==> src/rtl/fm_op_seq.sv <==
// Operator-slot sequencer: steps op_sel through every operator once per sample pass,
// strobes write-back, captures env/restart, and generates the tremolo am_val.
// Optional vibrato position counter: define FM_SEQ_VIB_EN.
module fm_op_seq #(
  parameter int NUM_OPS       = 36,
  parameter int SLOT_CYCLES   = 4,
  parameter int TREM_DIV_LOG2 = 6
) (
  input  logic       clk,
  input  logic       reset,
  input  logic       sample_tick,
  input  logic       reset_all,
  input  logic       am_depth,
  input  logic       clr_overrun,
  input  logic [8:0] env,
  input  logic       restart,
  output logic [5:0] op_sel,
  output logic       next,
  output logic       op_reset,
  output logic [5:0] am_val,
  output logic       env_strobe,
  output logic [8:0] env_out,
  output logic [5:0] env_op,
  output logic       env_restart,
  output logic       pass_done,
  output logic       overrun,
  output logic [2:0] vib_pos
);

  typedef enum logic {IDLE, RUN} state_t;

  localparam logic [5:0] OP_LAST   = 6'(NUM_OPS - 1);
  localparam logic [3:0] SLOT_LAST = 4'(SLOT_CYCLES - 1);
  localparam logic [7:0] POS_LAST  = 8'd209;
  localparam logic [7:0] POS_PEAK  = 8'd104;

  state_t                   state_q, state_d;
  logic [5:0]               op_sel_q, op_sel_d;
  logic [3:0]               slot_q, slot_d;
  logic                     next_q, next_d;
  logic                     pass_done_q, pass_done_d;
  logic                     pending_q, pending_d;
  logic                     active_q, active_d;
  logic                     overrun_q, overrun_d;
  logic                     env_strobe_q, env_strobe_d;
  logic [8:0]               env_out_q, env_out_d;
  logic [5:0]               env_op_q, env_op_d;
  logic                     env_restart_q, env_restart_d;
  logic [TREM_DIV_LOG2-1:0] samp_q, samp_d;
  logic [7:0]               pos_q, pos_d;
  logic [5:0]               am_val_q, am_val_d;
  logic [7:0]               tri_lvl;

  always_comb begin
    state_d       = state_q;
    op_sel_d      = op_sel_q;
    slot_d        = slot_q;
    pass_done_d   = 1'b0;
    active_d      = active_q;
    pending_d     = pending_q | reset_all;
    overrun_d     = overrun_q;
    samp_d        = samp_q;
    pos_d         = pos_q;
    am_val_d      = am_val_q;
    tri_lvl       = '0;

    unique case (state_q)
      IDLE: begin
        if (sample_tick) begin
          state_d   = RUN;
          op_sel_d  = '0;
          slot_d    = '0;
          // A request arriving in the entry cycle is kept for the following pass.
          active_d  = pending_q;
          pending_d = reset_all;
        end
      end
      RUN: begin
        if (slot_q == SLOT_LAST) begin
          slot_d = '0;
          if (op_sel_q == OP_LAST) begin
            state_d     = IDLE;
            op_sel_d    = '0;
            active_d    = 1'b0;
            pass_done_d = 1'b1;
          end else begin
            op_sel_d = op_sel_q + 6'd1;
          end
        end else begin
          slot_d = slot_q + 4'd1;
        end
      end
    endcase

    // Registered strobe must line up with the slot count it is computed from.
    next_d = (state_d == RUN) && (slot_d == SLOT_LAST);

    if (sample_tick && (state_q == RUN)) begin
      overrun_d = 1'b1;
    end else if (clr_overrun) begin
      overrun_d = 1'b0;
    end

    env_strobe_d  = next_q;
    env_out_d     = next_q ? env      : env_out_q;
    env_op_d      = next_q ? op_sel_q : env_op_q;
    env_restart_d = next_q ? restart  : env_restart_q;

    if (pass_done_q) begin
      samp_d = samp_q + TREM_DIV_LOG2'(1);
      if (&samp_q) begin
        pos_d = (pos_q == POS_LAST) ? '0 : pos_q + 8'd1;
      end
    end

    tri_lvl = (pos_q <= POS_PEAK) ? pos_q : POS_LAST - pos_q;
    if (state_q == IDLE) begin
      am_val_d = am_depth ? 6'(tri_lvl >> 2) : 6'(tri_lvl >> 4);
    end
  end

  always_ff @(posedge clk) begin
    if (reset) begin
      state_q       <= IDLE;
      op_sel_q      <= '0;
      slot_q        <= '0;
      next_q        <= 1'b0;
      pass_done_q   <= 1'b0;
      pending_q     <= 1'b0;
      active_q      <= 1'b0;
      overrun_q     <= 1'b0;
      env_strobe_q  <= 1'b0;
      env_out_q     <= '0;
      env_op_q      <= '0;
      env_restart_q <= 1'b0;
      samp_q        <= '0;
      pos_q         <= '0;
      am_val_q      <= '0;
    end else begin
      state_q       <= state_d;
      op_sel_q      <= op_sel_d;
      slot_q        <= slot_d;
      next_q        <= next_d;
      pass_done_q   <= pass_done_d;
      pending_q     <= pending_d;
      active_q      <= active_d;
      overrun_q     <= overrun_d;
      env_strobe_q  <= env_strobe_d;
      env_out_q     <= env_out_d;
      env_op_q      <= env_op_d;
      env_restart_q <= env_restart_d;
      samp_q        <= samp_d;
      pos_q         <= pos_d;
      am_val_q      <= am_val_d;
    end
  end

  assign op_sel      = op_sel_q;
  assign next        = next_q;
  assign op_reset    = active_q;
  assign am_val      = am_val_q;
  assign env_strobe  = env_strobe_q;
  assign env_out     = env_out_q;
  assign env_op      = env_op_q;
  assign env_restart = env_restart_q;
  assign pass_done   = pass_done_q;
  assign overrun     = overrun_q;

`ifdef FM_SEQ_VIB_EN
  logic [9:0] vib_cnt_q, vib_cnt_d;
  logic [2:0] vib_pos_q, vib_pos_d;

  always_comb begin
    vib_cnt_d = vib_cnt_q;
    vib_pos_d = vib_pos_q;
    if (pass_done_q) begin
      vib_cnt_d = vib_cnt_q + 10'd1;
      if (&vib_cnt_q) begin
        vib_pos_d = vib_pos_q + 3'd1;
      end
    end
  end

  always_ff @(posedge clk) begin
    if (reset) begin
      vib_cnt_q <= '0;
      vib_pos_q <= '0;
    end else begin
      vib_cnt_q <= vib_cnt_d;
      vib_pos_q <= vib_pos_d;
    end
  end

  assign vib_pos = vib_pos_q;
`else
  assign vib_pos = '0;
`endif

endmodule
==> config.mk <==
export PLATFORM = sky130hd
export DESIGN_NAME = fm_op_seq
export DESIGN_NICKNAME = d
export VERILOG_FILES = /design/src/rtl/fm_op_seq.sv
export SDC_FILE = /design/constraint.sdc
export NUM_CORES = 1
export LEC_CHECK = 0
export ABC_AREA = 1
export CAP_MARGIN = 20
export CORE_ASPECT_RATIO = 0.9
export CORE_MARGIN = 4
export CORE_UTILIZATION = 50
export DETAILED_ROUTE_END_ITERATION = 8
export PLACE_DENSITY = 0.79
export SLEW_MARGIN = 10
export SYNTH_ARGS = -nofsm -noshare
export SYNTH_HDL_FRONTEND = slang
export SYNTH_SLANG_ARGS = --single-unit
==> constraint.sdc <==
create_clock -name clk -period 1.8 [get_ports clk]
set_input_delay 0.36 -clock clk [delete_from_list [all_inputs] [get_ports clk]]
set_output_delay 0.36 -clock clk [all_outputs]
set_load 0.02 [all_outputs]
### After elaboration in Yosys (flattened, before gate mapping)

Index checks and enable logic that the tools add are counted.

* register bits after elaboration: 53
* input port bits: 16
* output and inout port bits: 36
* word-level logic and storage cells: 61

* $add $sub $neg: 5
* magnitude comparators: 1
* eq/ne operators: 7
* multiplexer cells: 23
* bitwise logic cells: 3
* reduce and logical (&&, ||, !) cells: 7

Operators by type and width (number)
* two-way mux 6 bit: 4
* two-way mux 8 bit: 2
* adder 6 x 1 -> 6 bit (second input constant): 2
* case mux 6 bit (2 select lines): 1
* two-way mux 1 bit: 11
* adder 8 x 1 -> 8 bit (second input constant): 1
* equality test 4 x 2 -> 1 bit (second input constant): 2
* equality test 8 bit (second input constant): 1
* <= comparator 8 x 7 -> 1 bit (second input constant): 1
* two-way mux 4 bit: 2
* case mux 4 bit (2 select lines): 1
* subtractor 8 bit (first input constant): 1
* AND reduction 7 bit: 1
* equality test 6 bit (second input constant): 1
* adder 4 x 1 -> 4 bit (second input constant): 1
* inequality test 2 x 1 -> 1 bit (second input constant): 2
* case mux 1 bit (2 select lines): 2
* AND reduction 3 bit: 1
* OR reduction 3 bit: 1
* logical AND 1 bit: 2
* inequality test 2 bit (second input constant): 1
* inverter 1 bit: 2
* AND reduction 2 bit: 1
* nonzero test 2 bit: 1
* bitwise OR 1 bit: 1

### Longest topological paths before layout

Gate-level depths: netlist of run 1.

* word-level depth: 5
* depth in mapped cells: 11
* gate-level depth less buffers: 11

### Worst setup path before layout of run 1

No wires, ideal clock.

* kind: reg2reg
* start: register pass_done_q (netlist: pass_done)
* end: register pos_q[5]
* library setup time: 0.117 ns
* arrival time: 1.270 ns
* data required time: 1.683 ns
* slack: 0.413 ns
* cell stages (with the launch flop): 8
* path buffers: 0
* clock period less this slack: 1.387 ns
* cell sequence: dfxtp_1 nand2_2 nor2_4 nand4_4 nor2_4 nand2_2 o21ai_0 nor2_1

* cells in the longest elaborated chain, start to end: 1

RTL lines
* start: declaration: RTL line 41 `logic pass_done_q, pass_done_d;`
* start signal: assignment: RTL line 144 `pass_done_q <= pass_done_d;`
* AND reduction 7 bit (no line)
* end signal: assignment: RTL line 153 `pos_q <= pos_d;`
* end: declaration: RTL line 50 `logic [7:0] pos_q, pos_d;`

No other way between the ends.
A chain may end at the register's enable or synchronous reset.

### Worst setup path after layout of run 1

* start: register op_sel_q[2] (netlist: op_sel[2])
* end: output port op_sel[2]

RTL lines
* start: declaration: RTL line 38 `logic [5:0] op_sel_q, op_sel_d;`
* start signal: assignment: RTL line 141 `op_sel_q <= op_sel_d;`
* end: declaration: RTL line 17 `output logic [5:0] op_sel,`

No word-level cell between the ends.

==> results_dict.tcl, run 1 <==
set metrics [dict create \
    cp_top_family "buffers and inverters" \
    setup-tns-final_ns 0 \
    drt_iter0_drc 178 \
    fp.dieH_um 74.1 \
    yosysTopAreaCell "dfxtp_1" \
    ys_ff_latch 53 \
    totalWireLength_um 5370 \
    wl_per_cell_um 11.9 \
    clk_latency_ns 0.30 \
    finalSetupViolCount 0 \
    areaGrowthSynthToFinish_pct 26.1 \
    grt_pass1_vias 1993 \
    ios 52 \
    crit_chain "clkdlybuf4s50_1" \
    cts.clk_slew.worst_paths_ns 0.09 \
    critPathArrivalTime_ns 1.38 \
    required_ns 1.44 \
    port_buffers 48 \
    maxCapViolCount 0 \
    fin_nets 411 \
    finClkSkew_ns 0.0103 \
    ff2ff_path_depth 8 \
    reg2reg_to "op_sel[4]" \
    status "complete, no violations" \
    fillers 392 \
    crit_buf_inv 1 \
    drc 0 \
    antenna_found_initial 0 \
    fp.dieArea_um2 6040 \
    min_period_over_period 0.968 \
    drive_gt1_frac 0.0615 \
    synth_seq_area_share 0.437 \
    critical_path_class "register to output pin" \
    start_kind "register" \
    yosysMostFrequentCell "nand2_1" \
    fp.dieW_um 81.5 \
    synth_warnings 0 \
    rr_startpoint "slot_q[0]" \
    synth_common_cells "60 x nand2_1, 57 x nor2_1, 53 x dfxtp_1" \
    vias 2257 \
    fin_ws_ns 0.0567 \
    cts_htree_levels 2 \
    core.rowCount 23 \
    synth-main-ff-cell "dfxtp_1" \
    insertedDiodeCount 0 \
    placed_cell_area_um2 2970 \
    netlist_top_cells_area "dfxtp_1 44%, nand2_1 9.3%, nor2_1 8.8%" \
    cts_tree "yes" \
    synth_cell_types 30 \
    place_hpwl_um 4040 \
    syn-cell-area_um2 2430 \
    cp-endpoint "op_sel[2]" \
    hp-class "register to register" \
    gp_congestion 0.907 \
    crit_slowest_cell "clkdlybuf4s50_1" \
    numCtsBuffers 5 \
    hold_viol 0 \
    cts_sinks 53 \
    r2r_slack_ns 0.25 \
    syn_inst 339 \
    synthArstFlopShare 0 \
    path_depth 1 \
    peakVddDrop_v 0.000516 \
    syn_avg_cell_area_um2 7.17 \
    grt_usage 0.187 \
    p_leak_nw 1.38 \
    grt_max_degree 22 \
    cp-end-kind "output pin" \
    powerDensity_nw_per_um2 672 \
    clk_path_buf_depth 2 \
    synth_top_area_share 0.437 \
    fin_util 0.669 \
    multiInputGateArea_um2 1130 \
    rsz0062_at_grt "false" \
    slew_violations 0 \
    register_area_um2 1060 \
    grt_pass1_wl_um 8910 \
    core_um2 4580 \
    drt-vias-per-instance 4.99 \
    synth-edff-count 0 \
    cts_hold_buf 0 \
    finalCriticalPeriod_ns 1.74 \
    cts_setup_buffers 0 \
    timing.critical_path.from "op_sel[2]" \
    fmax_mhz 574 \
    overflow 0 \
    power_mw 2.06 \
    dr.pass1.iters 4 \
    dp_worst_setup_slack_ns 0.102 \
    floorplan.initialDensity 0.531 \
    fin_area_um2 3060 \
    path_max_fanout 6 \
    drtAntennaViolNets 0 \
    cts_root_buf "clkbuf_8" \
    slowest_delay_ns 0.65 \
]
==> cell families after synthesis <==
group                      synth area share
adders and majority gates            0.0309
DFF                                   0.437
AOI/OAI and AO/OA                     0.114
buffers and inverters                0.0999
and+or+nand+nor                       0.303
other                               0.00154
xor gates and xnor gates             0.0144
==> per-layer routing <==
metal | GRT usage | routed length [um]
met2 | 0.311 | 2520
met5 | 0 | 0
met3 | 0.0375 | 302
met4 | 0.0582 | 51
met1 | 0.245 | 2490
==> sequential cells by signal, summed over array words and instances (netlist names), 4 cells and up <==
signal / cells
samp_q: 6
pos_q: 8
am_val: 6
slot_q: 4
env_op: 6
op_sel: 6
env_out: 9
==> report_power, final <==
| group | switching [mW] | internal (mW) |
|---|---|---|
| clock | 0.373 | 0.274 |
| combinational | 0.113 | 0.0892 |
| sequential | 0.0157 | 1.19 |
| total | 0.502 | 1.56 |
==> stage by stage <==
step	instances	hold slack (ns)
6_report	452	0.463
3_5_place_dp	444	0.457
3_3_place_gp	444	0.459
2_1_floorplan	341	0.443
5_1_grt	452	0.496
4_1_cts	452	0.467
==> cell type report <==
cell class	count	share of cell area
Multi-Input combinational cell	233	0.370
Sequential cell	53	0.346
Timing Repair Buffer	55	0.179
Inverter	41	0.0502
Tap cell	62	0.0253
Clock buffer	6	0.0237
Clock inverter	2	0.00490
==> repair_timing <==
action | in CTS | in global routing
endpoints found under the setup margin | 1 | 4
resized for setup | 1 | 3
cloned | 0 | 0
==> how the worst min path moves through the flow <==
stage,startpoint,to,slack (ns),depth (start not counted)
CTS,overrun,overrun,0.47,2
global placement,overrun,overrun,0.46,2
global route,pending_q,op_reset,0.50,2
floorplan,pending_q,op_reset,0.44,2
detailed placement,op_reset,op_reset,0.46,2
finish,overrun,overrun,0.46,2
==> layout by cell type (no fill, tap or decap), types with 3 or more instances in the layout <==
cell             synthesis  routed
a21oi_1                 21      21
buf_4                    4       6
clkbuf_8                 1       5
clkdlybuf4s50_1          0      45
conb_1                   1       3
dfxtp_1                 53      53
ha_1                     6       6
inv_1                   40      40
nand2_1                 60      60
nand2_2                  3       3
nand3_1                 25      25
nor2_1                  57      57
nor3_1                  12      12
o21ai_0                 27      26
xor2_1                   3       3
Power figures use the tool's default switching activity.
==> run 2: changes to the inputs <==
ABC_AREA = not set   (was 1)
CORE_UTILIZATION = 51   (was 50)
PLACE_DENSITY = 0.8   (was 0.79)
==> results_dict.tcl, run 2 <==
set metrics [dict create \
    rsz0062_at_grt "true" \
    cp-end-kind "output pin" \
    yosysTopAreaCell "dfxtp_1" \
    powerDensity_nw_per_um2 689 \
    fmax_mhz 571 \
    synthArstFlopShare 0 \
    synth.mux.area_fraction 0.0727 \
    areaGrowthSynthToFinish_pct 28.9 \
    synth_seq_area_share 0.428 \
    layout_commonest_cell "dfxtp_1" \
    fp.dieArea_um2 6040 \
    ios 52 \
    fin_nets 349 \
    numCtsBuffers 5 \
    critical_path_class "register to output pin" \
    cts_htree_levels 2 \
    grt_max_degree 33 \
    grt_usage 0.196 \
    placed_cell_area_um2 3050 \
    status "complete, no violations" \
    place_inst 382 \
    synth-xor-area-share 0.0459 \
    syn_inst 276 \
    synth_warnings 0 \
    min_period_over_period 0.972 \
    fin_area_um2 3200 \
    fin_hold_ws_ns 0.471 \
    cts_root_buf "clkbuf_8" \
    drtAntennaViolNets 0 \
    cts_tree "yes" \
    syn_avg_cell_area_um2 8.98 \
    finalCriticalPeriod_ns 1.75 \
    crit_buf_inv 1 \
    hold_viol 0 \
    wl_per_cell_um 14.2 \
    synth_top_family_by_area "simple AND/OR/NAND/NOR gates" \
    core.rowCount 23 \
    cp_top_family "buffers and inverters" \
    core_um2 4580 \
    totalWireLength_um 5530 \
    drt-vias-per-instance 5.38 \
    layout.cells.most_common_list "52 x dfxtp_1, 44 x clkdlybuf4s50_1, 43 x nor2_1" \
    grt_pass1_wl_um 9210 \
    synth-edff-count 0 \
    path_max_fanout 5 \
    cts.clk_slew.worst_paths_ns 0.10 \
    p_leak_nw 1.23 \
    place_hpwl_um 3940 \
    dr.pass1.iters 4 \
    crit_slowest_cell "clkdlybuf4s50_1" \
    synth-adder-area-share 0.0303 \
    peakVddDrop_v 0.000455 \
    finClkSkew_ns 0.00922 \
    grt_pass1_vias 2009 \
    tightestPinTransition_ns 0.497 \
    fp.dieH_um 74.1 \
    start_kind "register" \
    insertedDiodeCount 0 \
    synth_cell_types 57 \
    vias 2097 \
    synth_compound_area_frac 0.148 \
    cts_sinks 53 \
    finalSetupViolCount 0 \
    cts_setup_buffers 0 \
    floorplan.initialDensity 0.542 \
    cts_hold_buf 0 \
    setup-tns-final_ns 0 \
    ys_ff_latch 53 \
    antenna_found_initial 0 \
    slew_violations 0 \
    synth-simple-area-share 0.218 \
    drt_iter0_drc 107 \
    slowest_delay_ns 0.65 \
    synth-main-ff-cell "dfxtp_1" \
    hp-class "register to register" \
    power_mw 2.20 \
    synth_top_area_share 0.428 \
    drc 0 \
    port_buffers 48 \
    clk_path_buf_depth 2 \
    drive_gt1_frac 0.0976 \
    clk_latency_ns 0.31 \
    overflow 0 \
    largest_reg_flops 9 \
    netlist_top_cells_area "dfxtp_1 43%, mux2i_1 7.3%, nor2_1 6.5%" \
    critPathArrivalTime_ns 1.39 \
    required_ns 1.44 \
    crit_chain "clkdlybuf4s50_1" \
    synth_common_cells "53 x dfxtp_1, 43 x nor2_1, 18 x mux2i_1" \
    syn-cell-area_um2 2480 \
    maxCapViolCount 0 \
    gp_congestion 0.862 \
    slew_headroom 0.664 \
    final_cells 390 \
    yosysMostFrequentCell "dfxtp_1" \
    fp.dieW_um 81.5 \
]
run 2: changes by cell type in the layout (fill, tap and decap cells not counted), moves of 11 or more:
cell / delta
nand2_1: -44
inv_1: -32
mux2i_1: +18
nand3_1: -18
o21ai_0: -18
nor2_1: -14
nor3_1: -11
run 2: cell families (layout without fill, tap and decap cells):
group | Yosys count | in the layout
AO/OA/AOI/OAI | 53 | 53
buffers and inverters | 28 | 78
AND/OR/NAND/NOR | 104 | 104
adder cells (fa/ha/maj) | 6 | 6
flip-flops | 53 | 53
multiplexers | 18 | 18
XOR/XNOR | 13 | 13
other | 1 | 3
run 2: final cells by class:
class / count / area, um^2
Inverter: 8 / 30.0
Tap cell: 62 / 77.6
Timing Repair Buffer: 62 / 608
Clock buffer: 5 / 68.8
Sequential cell: 53 / 1060
Clock inverter: 3 / 47.5
Fill cell: 358 / 1380
Multi-Input combinational cell: 197 / 1300
run 2: final timing paths:
| path | start | endpoint | slack (ns) | cells past startpoint |
|---|---|---|---|---|
| worst max-delay path | op_sel[4] | op_sel[4] | 0.05 | 1 |
| worst min-delay path | am_val[5] | am_val[5] | 0.47 | 2 |
| worst max register to register | pos_q[1] | am_val[1] | 0.05 | 6 |
| worst min register to register | am_val[5] | am_val[5] | 0.47 | 2 |
run 2: what timing repair did:
item	in CTS	in global routing
endpoints found under the hold margin	0	0
setup endpoints to repair	1	16
resized for setup	2	7
run 2: metal layers:
| layer | GRT usage | vias up | wire (um) |
|---|---|---|---|
| met5 | 0 | - | 0 |
| met4 | 0.0750 | 0 | 68 |
| met3 | 0.0339 | 6 | 147 |
| met2 | 0.326 | 33 | 2680 |
| met1 | 0.254 | 991 | 2630 |
| li1 | - | 1067 | - |
run 2: power by group:
group,switching (mW),internal (mW)
sequential,0.0113,1.19
clock,0.414,0.425
combinational,0.0849,0.0818
total,0.510,1.69
run 2: through the flow:
step | util | worst slack, ns
floorplan | - | 0.124
global placement | 0.667 | 0.0928
detailed placement | 0.667 | -0.0162
CTS | 0.693 | 0.00263
global route | 0.698 | -0.0880
finish | 0.698 | 0.0499
==> RTL edit 1 (flow settings as in run 2) <==
Build with the macro `FM_SEQ_VIB_EN` defined.
--- a/src/rtl/fm_op_seq.sv
+++ b/src/rtl/fm_op_seq.sv
@@ -1,6 +1,8 @@
 // Operator-slot sequencer: steps op_sel through every operator once per sample pass,
 // strobes write-back, captures env/restart, and generates the tremolo am_val.
 // Optional vibrato position counter: define FM_SEQ_VIB_EN.
+`define FM_SEQ_VIB_EN
+
 module fm_op_seq #(
   parameter int NUM_OPS       = 36,
   parameter int SLOT_CYCLES   = 4,
Behaviour: same outputs for any inputs over 10 cycles, from zero or initial values and one cycle with reset high; that may be too few to reach the edited logic, so the function may still have changed.
==> RTL edit 1 against run 2 <==
Power grew 35%; maximum frequency grew 1.6%; global-route usage shrank 0.72 points; setup slack gained 0.027 ns; count of clock-buffer cells in the layout grew 6; final area grew 19%; synthesized area grew 19%; sequential cell count grew 13; routed wire length grew 13%; critical path type unchanged; critical endpoint is now op_sel[5].
==> RTL edit 1: results (changes against run 2) <==
metric	value	unit	change
yosys-top-cells-area	dfxtp_1 (45%), nor2_1 (6.6%), mux2i_1 (6.4%), xnor2_1 (4.4%), ha_1 (3.4%)		
cp-endpoint	op_sel[5]		
avgRoutedWirePerCell	13.4	um	-5.4%
critPathLaunch	op_sel[5]		
drive_above_1_share	8.84	%	-0.92 points
met2_usage	31.2	%	-1.4 points
clock_latency	0.34	ns	+0.03 ns
port-buffer-count	51		+6.3%
status	finished, final reports clean		
post-place-ws	-0.0187	ns	-0.00255 ns
r2r-start	vib_cnt_q[5]		
timing.slew.headroom	65.4	%	-1.0 points
synth-seq-area-share	44.7	%	+1.9 points
vias_per_cell	5.48		+1.8%
nets	415		+19%
final-seq-area	0.00132	mm2	+24%
gp_congestion	0.878		+1.9%
synth_compound_area_share	12.7	%	-2.1 points
clkCellAreaFrac	5.54	%	+1.9 points
hp-class	in2reg		
critPathArrivalTime	1.36	ns	-0.03 ns
p_leak	1.38	nW	+12%
first_global_vias	2397		+19%
rr_worst_depth	4		-2
final_util	67.0	%	-2.8 points
r2r-end	vib_pos[0]		
cts_buffers	9		+4
grt_max_degree	30		-9.1%
nNonClkInverters	13		+5
clock-sinks	66		+25%
[RTL edit 1: per-stage QoR]
| stage | hold slack, ns | instances | setup TNS, ns |
|---|---|---|---|
| floorplan | 0.432 | 333 | 0 |
| global placement | 0.454 | 450 | 0 |
| detailed placement | 0.462 | 450 | -0.0187 |
| CTS | 0.381 | 466 | 0 |
| global route | 0.397 | 466 | 0 |
| finish | 0.395 | 466 | 0 |
[RTL edit 1: where the power goes]
part / switching, mW / internal, mW
clock network: 0.536 / 0.778
logic: 0.0858 / 0.0805
registers: 0.0126 / 1.48
total: 0.634 / 2.33
[RTL edit 1: routing by layer]
| metal | wire (um) | share of wire, % |
|---|---|---|
| met5 | 0 | 0 |
| met4 | 67 | 1.1 |
| met3 | 340 | 5.4 |
| met2 | 3020 | 48 |
| met1 | 2820 | 45 |
[RTL edit 1: what timing repair did]
item	CTS	global route
hold buffers	0	0
resized for setup	4	5
endpoints found under the setup margin	4	4
endpoints found under the hold margin	0	0
==> RTL edit 2 (settings of run 2) <==
Made on the original files. `am_val_q` no longer has a reset.
--- a/src/rtl/fm_op_seq.sv
+++ b/src/rtl/fm_op_seq.sv
@@ -135,7 +135,6 @@
       env_restart_q <= 1'b0;
       samp_q        <= '0;
       pos_q         <= '0;
-      am_val_q      <= '0;
     end else begin
       state_q       <= state_d;
       op_sel_q      <= op_sel_d;
@@ -151,8 +150,11 @@
       env_restart_q <= env_restart_d;
       samp_q        <= samp_d;
       pos_q         <= pos_d;
-      am_val_q      <= am_val_d;
-    end
+    end
+  end
+
+  always_ff @(posedge clk) begin
+    am_val_q <= am_val_d;
   end
 
   assign op_sel      = op_sel_q;
Function: no difference found for any inputs over 10 cycles, from zero or initial values and one cycle with reset high; that may be too few to reach the edited logic, so the function may still have changed.
==> RTL edit 2 against run 2 <==
Register-to-register slack gained 0.12 ns; critical endpoint is now op_sel[1]; critical path type unchanged; synthesized area shrank 1.6%; power shrank 8.4%; global-route usage shrank 1.2 points; sequential share of layout area grew 2.7 points; sequential cell count is the same; setup slack lost 0.0039 ns; routed wire length shrank 10%; final area shrank 2.3%.
==> RTL edit 2: results (changes against run 2) <==
metric	value	unit	change
drcViolationCount	0		unchanged
yosys-top-cells-area	dfxtp_1 (39%), mux2i_1 (7.8%), edfxtp_1 (7.4%), nor2_1 (6.9%), xnor2_1 (3.6%)		
first_global_vias	1814		-9.7%
clock_latency	0.31	ns	about the same
ys_async_sr_fraction	0	%	unchanged
power_density	646	mW/mm2	-6.2%
nets	335		-4.0%
vias_per_cell	5.23		-2.7%
grt_max_degree	31		-6.1%
status	finished, final reports clean		
synth_area_per_cell	9.46	um2	+5.3%
synth_common_cells	dfxtp_1 (47), nor2_1 (45), mux2i_1 (19)		
vias	1968		-6.2%
p_leak	1.16	nW	-5.3%
synth.distinct_cells	48		-16%
worst_slack	0.0460	ns	-0.00389 ns
clkTransAtPathRegs	0.09	ns	
place_area	0.00303	mm2	-0.74%
hp-class	reg2reg		
largest_reg_flops	9		unchanged
synth-seq-area-share	45.9	%	+3.1 points
antenna_found_initial	0		unchanged
post-place-cells	368		-3.7%
port-buffer-count	48		unchanged
grt_usage	18.4	%	-1.2 points
ys.warnings.count	0		unchanged
critical_path.top_delay_family	buffers and inverters		
gp_congestion	0.867		+0.64%
slowest_stage	clkdlybuf4s50_1		
post-place-ws	0.00618	ns	+0.0224 ns
postCtsSetupRepairBufs	0		unchanged
synth_edf_count	6		+6
crit_path_max_incr_delay	0.65	ns	about the same
cts_buffer_depth	2		unchanged
grt_pass1_wl	8530	um	-7.4%
ir_drop	0.456	mV	+0.28%
dr.pass1.iters	4		unchanged
critPathArrivalTime	1.39	ns	about the same
synth_most_common_cell	dfxtp_1		
cts_buffers	5		unchanged
root_buffer	clkbuf_8		
wl	4970	um	-10%
p_sw	454	uW	-11%
drive_above_1_share	10.2	%	+0.43 points
htree_levels	2		unchanged
fill_cells	376		+5.0%
critical_path.max_fanout	6		+1
antenna_cells	0		unchanged
skew	0.00992	ns	+0.000690 ns
post-dp-hpwl	3560	um	-9.4%
drt_iter0_drc	112		+4.7%
[RTL edit 2: cell types whose count changed after synthesis, sizes merged, moves of 4 or more]
cell / run 2 / this run
xnor2: 5 / 10
edfxtp: 0 / 6
a21oi: 15 / 11
o21ai: 9 / 3
or3: 8 / 0
dfxtp: 53 / 47
nor3: 1 / 7
[RTL edit 2: area by class of cell]
class                           instances  area share [%]
Timing Repair Buffer                   64            19.8
Tap cell                               62            2.48
Clock inverter                          2           0.321
Clock buffer                            6            2.32
Inverter                                7           0.842
Sequential cell                        53            35.9
Multi-Input combinational cell        182            38.4
[RTL edit 2: final timing paths]
check / startpoint / depth (start not counted) / slack (ns) / end
setup / recovery: op_sel[1] / 1 / 0.05 / op_sel[1]
hold / removal: overrun / 2 / 0.48 / overrun
setup reg to reg: pos_q[1] / 6 / 0.17 / am_val[0]
hold reg to reg: overrun / 2 / 0.48 / overrun
[RTL edit 2: metal layers]
layer | vias up | track usage, % | wire (um)
met4 | 0 | 6.00 | 58
met5 | - | 0 | 0
li1 | 999 | - | -
met3 | 6 | 5.15 | 297
met1 | 898 | 23.7 | 2250
met2 | 65 | 29.9 | 2360
[RTL edit 2: logic make-up (layout without fill, tap and decap cells)]
family                   count (synthesis)  in the layout  share of synthesized area (%)
XOR/XNOR                                17             17                           6.10
buffers and inverters                   25             79                           5.64
other                                    1              3                          0.154
adder cells (fa/ha/maj)                  6              6                           3.08
AO/OA/AOI/OAI                           37             37                           10.5
multiplexers                            19             19                           7.79
flip-flops                              53             53                           45.9
AND/OR/NAND/NOR                        100            100                           20.8
[RTL edit 2: timing repair]
item	CTS	global route
pin swaps	0	0
hold endpoints to repair	0	0
resized for setup	1	3
endpoints found under the setup margin	1	6
[RTL edit 2: power by group through the flow]
stage / clock (mW) / sequential, mW / combinational, mW
detailed placement: 0 / 1.25 / 0.163
floorplan: 0 / 1.26 / 0.0685
global route: 0.709 / 1.22 / 0.178
finish: 0.631 / 1.22 / 0.165
global placement: 0 / 1.25 / 0.160
CTS: 0.650 / 1.22 / 0.165
